`src/rtl/divider_prog.sv`:
```
// divider_prog: runtime-programmable integer clock divider.
// Divides i_clk by N (2..2^W-1); a new N is captured into a pending register
// and applied only at a period boundary, so o_div_clk never shows a runt pulse.
// N == 0 stops the divider with o_div_clk and o_tick held low.
// Optional macro DIVP_ODD_DUTY50_EN adds a negedge flop that stretches the
// high phase of odd divisors by half a cycle, giving 50% duty for odd N.
module divider_prog #(
    parameter int W        = 8,
    parameter int DIV_INIT = 3
) (
    input  logic         i_clk,
    input  logic         i_rst,
    input  logic [W-1:0] i_div_val,
    input  logic         i_div_load,
    output logic         o_div_clk,
    output logic         o_tick,
    output logic [W-1:0] o_cur_div,
    output logic         o_pend,
    output logic         o_err
);

    // A divisor of 1 cannot be produced; it is promoted to 2 and flagged.
    function automatic logic [W-1:0] clamp_div(input logic [W-1:0] v);
        return (v == W'(1)) ? W'(2) : v;
    endfunction

    logic [W-1:0] cnt_q, cnt_d;
    logic [W-1:0] cur_div_q, cur_div_d;
    logic [W-1:0] pend_div_q, pend_div_d;
    logic         pend_q, pend_d;
    logic         err_q, err_d;
    logic         div_clk_q, div_clk_d;
    logic         tick_q, tick_d;
    logic         apply;

    // Next-state: counter wrap, boundary apply of the pending divisor, load capture,
    // and output decode of the current count (outputs lag the count by one cycle).
    always_comb begin
        cnt_d      = cnt_q;
        cur_div_d  = cur_div_q;
        pend_div_d = pend_div_q;
        pend_d     = pend_q;
        err_d      = 1'b0;
        // A strobe in the boundary cycle overrides the older pending value,
        // which is then dropped in favour of the new one at the following boundary.
        apply      = pend_q && !i_div_load;

        if (cur_div_q == '0) begin
            cnt_d = '0;
            if (apply) begin
                cur_div_d = pend_div_q;
                pend_d    = 1'b0;
            end
        end else if (cnt_q == cur_div_q - W'(1)) begin
            cnt_d = '0;
            if (apply) begin
                cur_div_d = pend_div_q;
                pend_d    = 1'b0;
            end
        end else begin
            cnt_d = cnt_q + W'(1);
        end

        if (i_div_load) begin
            pend_div_d = clamp_div(i_div_val);
            pend_d     = 1'b1;
            err_d      = (i_div_val == W'(1));
        end

        div_clk_d = (cnt_q < (cur_div_q >> 1));
        tick_d    = (cnt_q == '0) && (cur_div_q != '0);
    end

    // Control and output registers with synchronous reset.
    always_ff @(posedge i_clk) begin
        if (i_rst) begin
            cnt_q     <= '0;
            cur_div_q <= W'(DIV_INIT);
            pend_q    <= 1'b0;
            err_q     <= 1'b0;
            div_clk_q <= 1'b0;
            tick_q    <= 1'b0;
        end else begin
            cnt_q     <= cnt_d;
            cur_div_q <= cur_div_d;
            pend_q    <= pend_d;
            err_q     <= err_d;
            div_clk_q <= div_clk_d;
            tick_q    <= tick_d;
        end
    end

    // Pending divisor value; only meaningful while pend_q is set.
    always_ff @(posedge i_clk) begin
        pend_div_q <= pend_div_d;
    end

`ifdef DIVP_ODD_DUTY50_EN
    logic odd_q;
    logic neg_q;

    // Oddness of the divisor that produced the current div_clk_q value.
    always_ff @(posedge i_clk) begin
        if (i_rst) begin
            odd_q <= 1'b0;
        end else begin
            odd_q <= cur_div_q[0];
        end
    end

    // Half-cycle delayed copy of the high phase, used only for odd divisors.
    always_ff @(negedge i_clk) begin
        if (i_rst) begin
            neg_q <= 1'b0;
        end else begin
            neg_q <= div_clk_q & odd_q;
        end
    end

    assign o_div_clk = div_clk_q | neg_q;
`else
    assign o_div_clk = div_clk_q;
`endif

    assign o_tick    = tick_q;
    assign o_cur_div = cur_div_q;
    assign o_pend    = pend_q;
    assign o_err     = err_q;

endmodule
```
`config.mk`:
```
export PLATFORM = sky130hd
export DESIGN_NAME = divider_prog
export DESIGN_NICKNAME = d
export VERILOG_FILES = /design/src/rtl/divider_prog.sv
export SDC_FILE = /design/constraint.sdc
export NUM_CORES = 1
export LEC_CHECK = 0
export ABC_AREA = 1
export BUFFER_PORTS_ARGS = -buffer_cell sky130_fd_sc_hd__buf_2
export CORE_UTILIZATION = 56
export CTS_CLUSTER_DIAMETER = 30
export CTS_CLUSTER_SIZE = 20
export DETAILED_ROUTE_END_ITERATION = 12
export PLACE_DENSITY = 0.78
export SYNTH_ARGS = -nofsm -noshare
export SYNTH_HDL_FRONTEND = slang
export SYNTH_SLANG_ARGS = --single-unit
export TNS_END_PERCENT = 50
```
`constraint.sdc`:
```
create_clock -name i_clk -period 2.4 [get_ports i_clk]
set_clock_uncertainty 0.1 [all_clocks]
set_input_delay 0.12 -clock i_clk [delete_from_list [all_inputs] [get_ports i_clk]]
set_output_delay 0.12 -clock i_clk [all_outputs]
set_load 0.01 [all_outputs]
```
* Yosys cells after proc, flatten, opt, wreduce, memory -nomap -nowiden
Cells that the tools add are included.
** Storage, ports and cells
- Flip-flop bits (word level) :: 28
- Latch bits :: 0
- RAM bits :: 0
- ROM bits :: 0
- Input port bits :: 11
- Output and inout port bits :: 12
- Memories kept :: 0
** Cells by class
- Add/sub/neg operators :: 2
- Multiply operators :: 0
- Divide/modulo/power cells :: 0
- $lt $le $gt $ge :: 1
- Equality and inequality tests :: 2
- Shift operators :: 0
- Multiplexer cells :: 7
- Bitwise operators :: 1
- Reductions and logical operators :: 10
** Operators with widths (number)
- 8-bit two-way mux :: 3
- 8-bit logical NOT :: 2
- 8-bit by 1-bit adder with 8-bit output (second input constant) :: 1
- 8-bit by 1-bit equality test with 1-bit output (second input constant) :: 1
- 8-bit equality test :: 1
- 8-bit by 7-bit < comparator with 1-bit output :: 1
- 8-bit nonzero test :: 1
- 8-bit by 1-bit subtractor with 8-bit output (second input constant) :: 1
- 1-bit two-way mux :: 4
- 3-bit nonzero test :: 1
- 3-bit OR reduction :: 1
- 1-bit logical AND :: 2
- 2-bit nonzero test :: 1
- 2-bit OR reduction :: 1
- 1-bit logical NOT :: 1
- 1-bit NOT :: 1

* Longest topological paths before layout
- Word-level depth :: 6
- Gate-level depth with buffers :: 16
- Depth with buffers taken out :: 15

* Least setup slack after synthesis
OpenSTA, ideal clock, no wires.
- Kind :: register -> register
- From :: register cur_div_q[0] (netlist: o_cur_div[0])
- To :: register cur_div_q[6] (netlist: o_cur_div[6])
- Library setup time :: 0.115 ns
- Data arrival time :: 1.696 ns
- Required time :: 2.185 ns
- Path slack :: 0.489 ns
- Stages on the path, launching flop included :: 14
- Cells stage by stage :: dfxtp_1 > inv_1 > ha_1 > xor2_1 > nand2_1 > nor2_1 > nand2_1 > nor2_2 > nand3_2 > nand2_4 > buf_6 > nand3_1 > nand2_1 > nor2_1
** Between the ends
- Cells in the longest elaborated chain, start to end :: 3
- Elaborated cells on any way between the ends :: 5
- Those cells by class :: 1 x add/sub; 1 x eq/ne; 1 x mux; 2 x reduce/logical
** Ends and longest elaborated chain
- from (decl) :: line 28 : logic [W-1:0] cur_div_q, cur_div_d;
- from (signal assigned) :: line 78 : cur_div_q <= W'(DIV_INIT);
- from (signal assigned) :: line 85 : cur_div_q <= cur_div_d;
- 8-bit by 1-bit subtractor with 8-bit output :: line 54 : end else if (cnt_q == cur_div_q - W'(1)) begin
- 8-bit equality test :: line 54
- 2-bit nonzero test (no source line)
Several ways; a longest one is shown, not always the timed one.
A chain may end at the register's enable or synchronous reset.

* Worst setup path in the final report
- From :: register cur_div_q[0] (netlist: o_cur_div[0])
- To :: register cur_div_q[1] (netlist: o_cur_div[1])
Same word-level chain as after synthesis.

==> run metrics <==
slowest library cell on the worst path=dfxtp_1; Worst Hold Depth=1; gr usage total=0.242; Cell Pwr Density=roughly 740 mW/mm2; Hold Violations, Final=0; WL/cell=between 10 and 15 um; critical-path cell list=inv_1 > ha_1 > nand2_1 > nand2_1 > nand2_1 > nand2_1 > nor2_1 > nand2_1 > nor2_2 > nand3_2 > nand2_4 > nand2_1 > nand2_1 > nand3_1; # resized after CTS=0; status=complete, no violations; final wirelength=3220 um; Crit path arrival time=between 2 and 2.5 ns; Placer Congestion=around 0.85; Multi-input gate area=752 um2; DRT Pass-1 Iters=4; die area=0.00300 mm2; Ports=23; first-pass GRT wire length=~5000 um; Slew Viols, Final=0; min-delay worst type=input port to flip-flop; Slew HR=0.401; Vias per Instance=roughly 5.3; core box area=~0.0025 mm2; Antenna Cells=0; max_cap viols=0; worst reg2reg path depth=14; layout cells sized above 1=0.145; most frequent cells in the layout=nand2_1, inv_1, nor2_1; R2R Path Start=o_cur_div[0]; Peak Freq=0.484 GHz; CTS tree=yes; Final WS setup=approximately 0.33 ns; via count=between 1000 and 1500; CP max stage delay=0.41 ns; most frequent CP cell=nand2_1; die width=54.8 um; Hold Path Origin=i_div_load; fin crit period=a little over 2 ns; CP Max Fanout=15; IO buf count=22; Pleak=0.888 nW; Remaining DRCs=0; Worst VDD drop=between 500 and 600 uV; synth warn=0; CP Buf/Inv Count=1; Rows=18; Routed Antenna Nets=0; Worst Path Required=about 2.5 ns; startpoint types=flip-flop; RSZ-0062 raised after global routing=no; pin count of the biggest net entering global routing=17; Clock Pin Slew Worst Setup and Hold Paths=0.16 ns; CTS buffer count=3; root buffer cell=clkbuf_4; CTS sink cnt=28; Hold Path Sink=pend_div_q[1]; vias in the first global route=1187; Tightest Pin Transition=approximately 0.89 ns; crit path capture type=flip-flop; die height=between 50 and 60 um; r2r setup slk=0.33 ns; Final period util=0.861; total gr overflow=0; Setup WS pre-CTS=between 0.3 and 0.4 ns; Worst-Skew Late Latency=between 0.3 and 0.4 ns; DR iter-0 viols=56; dpl hpwl=around 2300 um; Starting Density=0.613; sequential area share after synthesis=0.411; NumNets Final=256; Syn Area/Cell=between 7 and 8 um2; leading cell type in the layout, fill and taps excluded=nand2_1; area delta synth->final=16.4%; Fill cells=between 200 and 250; setup TNS=0 ns; flops & latches, synth=28; clk buf depth=2; H-Tree Depth=1; CP delay by family, top=simple AND/OR/NAND/NOR gates; critical path start-end classification=flip-flop to flip-flop; syn_nets=approximately 230; sequential cell area=641 um2; Mapped Area=approximately 0.0016 mm2; Syn Inst Count=208; Unique masters post-synth=28; initial antenna violation count=0; final setup fails=0; worst r2r dst=o_cur_div[1]
[cell usage after synthesis]
cell	n	area, um2
nor2_1	30	113
a21o_1	1	7.51
a21oi_1	9	45.0
edfxtp_1	8	240
dfxtp_1	20	400
clkinv_1	2	7.51
nor4_1	3	18.8
xor2_1	8	70.1
o211ai_1	1	7.51
a211o_1	1	8.76
or2_2	1	6.26
nand2_4	1	11.3
o22ai_1	1	6.26
inv_2	1	3.75
a21boi_0	1	7.51
ha_1	9	113
nand3_2	2	20.0
nand2_1	36	135
nor3_1	3	15.0
buf_6	1	11.3
nor3b_1	1	7.51
xnor2_1	1	8.76
nand4_1	2	12.5
inv_1	30	113
nand3_1	24	120
nor2_2	3	18.8
buf_2	2	10.0
clkbuf_1	6	22.5
[registers in the layout, summed over array words and instances (netlist names)]
signal	flops
o_cur_div	8
o_div_clk	1
o_tick	1
cnt_q	8
o_err	1
o_pend	1
pend_div_q	8
[per-stage QoR]
step / cell area, um2 / std cells / utilization / hold slack, ns / total power [W]
2_1_floorplan: 1560 / 208 / - / 0.0968 / 0.000930
5_1_grt: 1820 / 265 / 0.714 / 0.0340 / 0.00144
3_3_place_gp: 1660 / 251 / 0.654 / 0.213 / 0.00101
4_1_cts: 1820 / 265 / 0.714 / 0.0354 / 0.00135
3_5_place_dp: 1660 / 251 / 0.654 / 0.213 / 0.00103
6_report: 1820 / 265 / 0.714 / 0.0348 / 0.00134
[power breakdown]
group | switching (W) | total [W] | internal (W)
logic | 0.000256 | 0.000422 | 0.000166
clock network | 0.000139 | 0.000307 | 0.000169
registers | 0.0000621 | 0.000613 | 0.000551
[worst max path at each step]
stage,start,end,cells after the start
global route,o_cur_div[0],o_cur_div[0],14
global placement,o_cur_div[0],o_cur_div[0],14
CTS,o_cur_div[0],o_cur_div[1],14
detailed placement,o_cur_div[0],o_cur_div[1],14
finish,o_cur_div[0],o_cur_div[1],14
floorplan,o_cur_div[0],o_cur_div[6],13
[timing repair]
item | CTS | global route
buffers inserted | 0 | 0
endpoints found under the hold margin | 11 | 0
hold buffers | 10 | 0
[cell type report]
class,count,share of cell area
Timing Repair Buffer,32,0.116
Clock inverter,1,0.0165
Clock buffer,3,0.0124
Sequential cell,28,0.353
Inverter,33,0.0682
Multi-Input combinational cell,138,0.414
Tap cell,30,0.0207
[cells by family (layout without fill, tap and decap cells)]
logic type,count (synthesis),count (layout),share of synthesized area
AOI/OAI and AO/OA,14,14,0.0529
adders and majority gates,9,9,0.0722
xor gates and xnor gates,9,9,0.0505
buffers and inverters,42,69,0.107
DFF,28,28,0.411
and+or+nand+nor,106,106,0.306
[worst reg2reg max path: cells and delay by family, from the launching register on]
family | cells | cell delay, ns
adders and majority gates | 1 | 0.27
buffers and inverters | 1 | 0.12
and+or+nand+nor | 12 | 1.08
DFF | 1 | 0.41
[per-layer routing]
| metal | vias to the layer above | global-route usage | wire [um] |
|---|---|---|---|
| met5 | - | 0 | 0 |
| met4 | 0 | 0.0641 | 34 |
| met3 | 5 | 0.0250 | 134 |
| met2 | 41 | 0.406 | 1550 |
| met1 | 641 | 0.328 | 1500 |
| li1 | 714 | - | - |
Power figures use the tool's default switching activity.
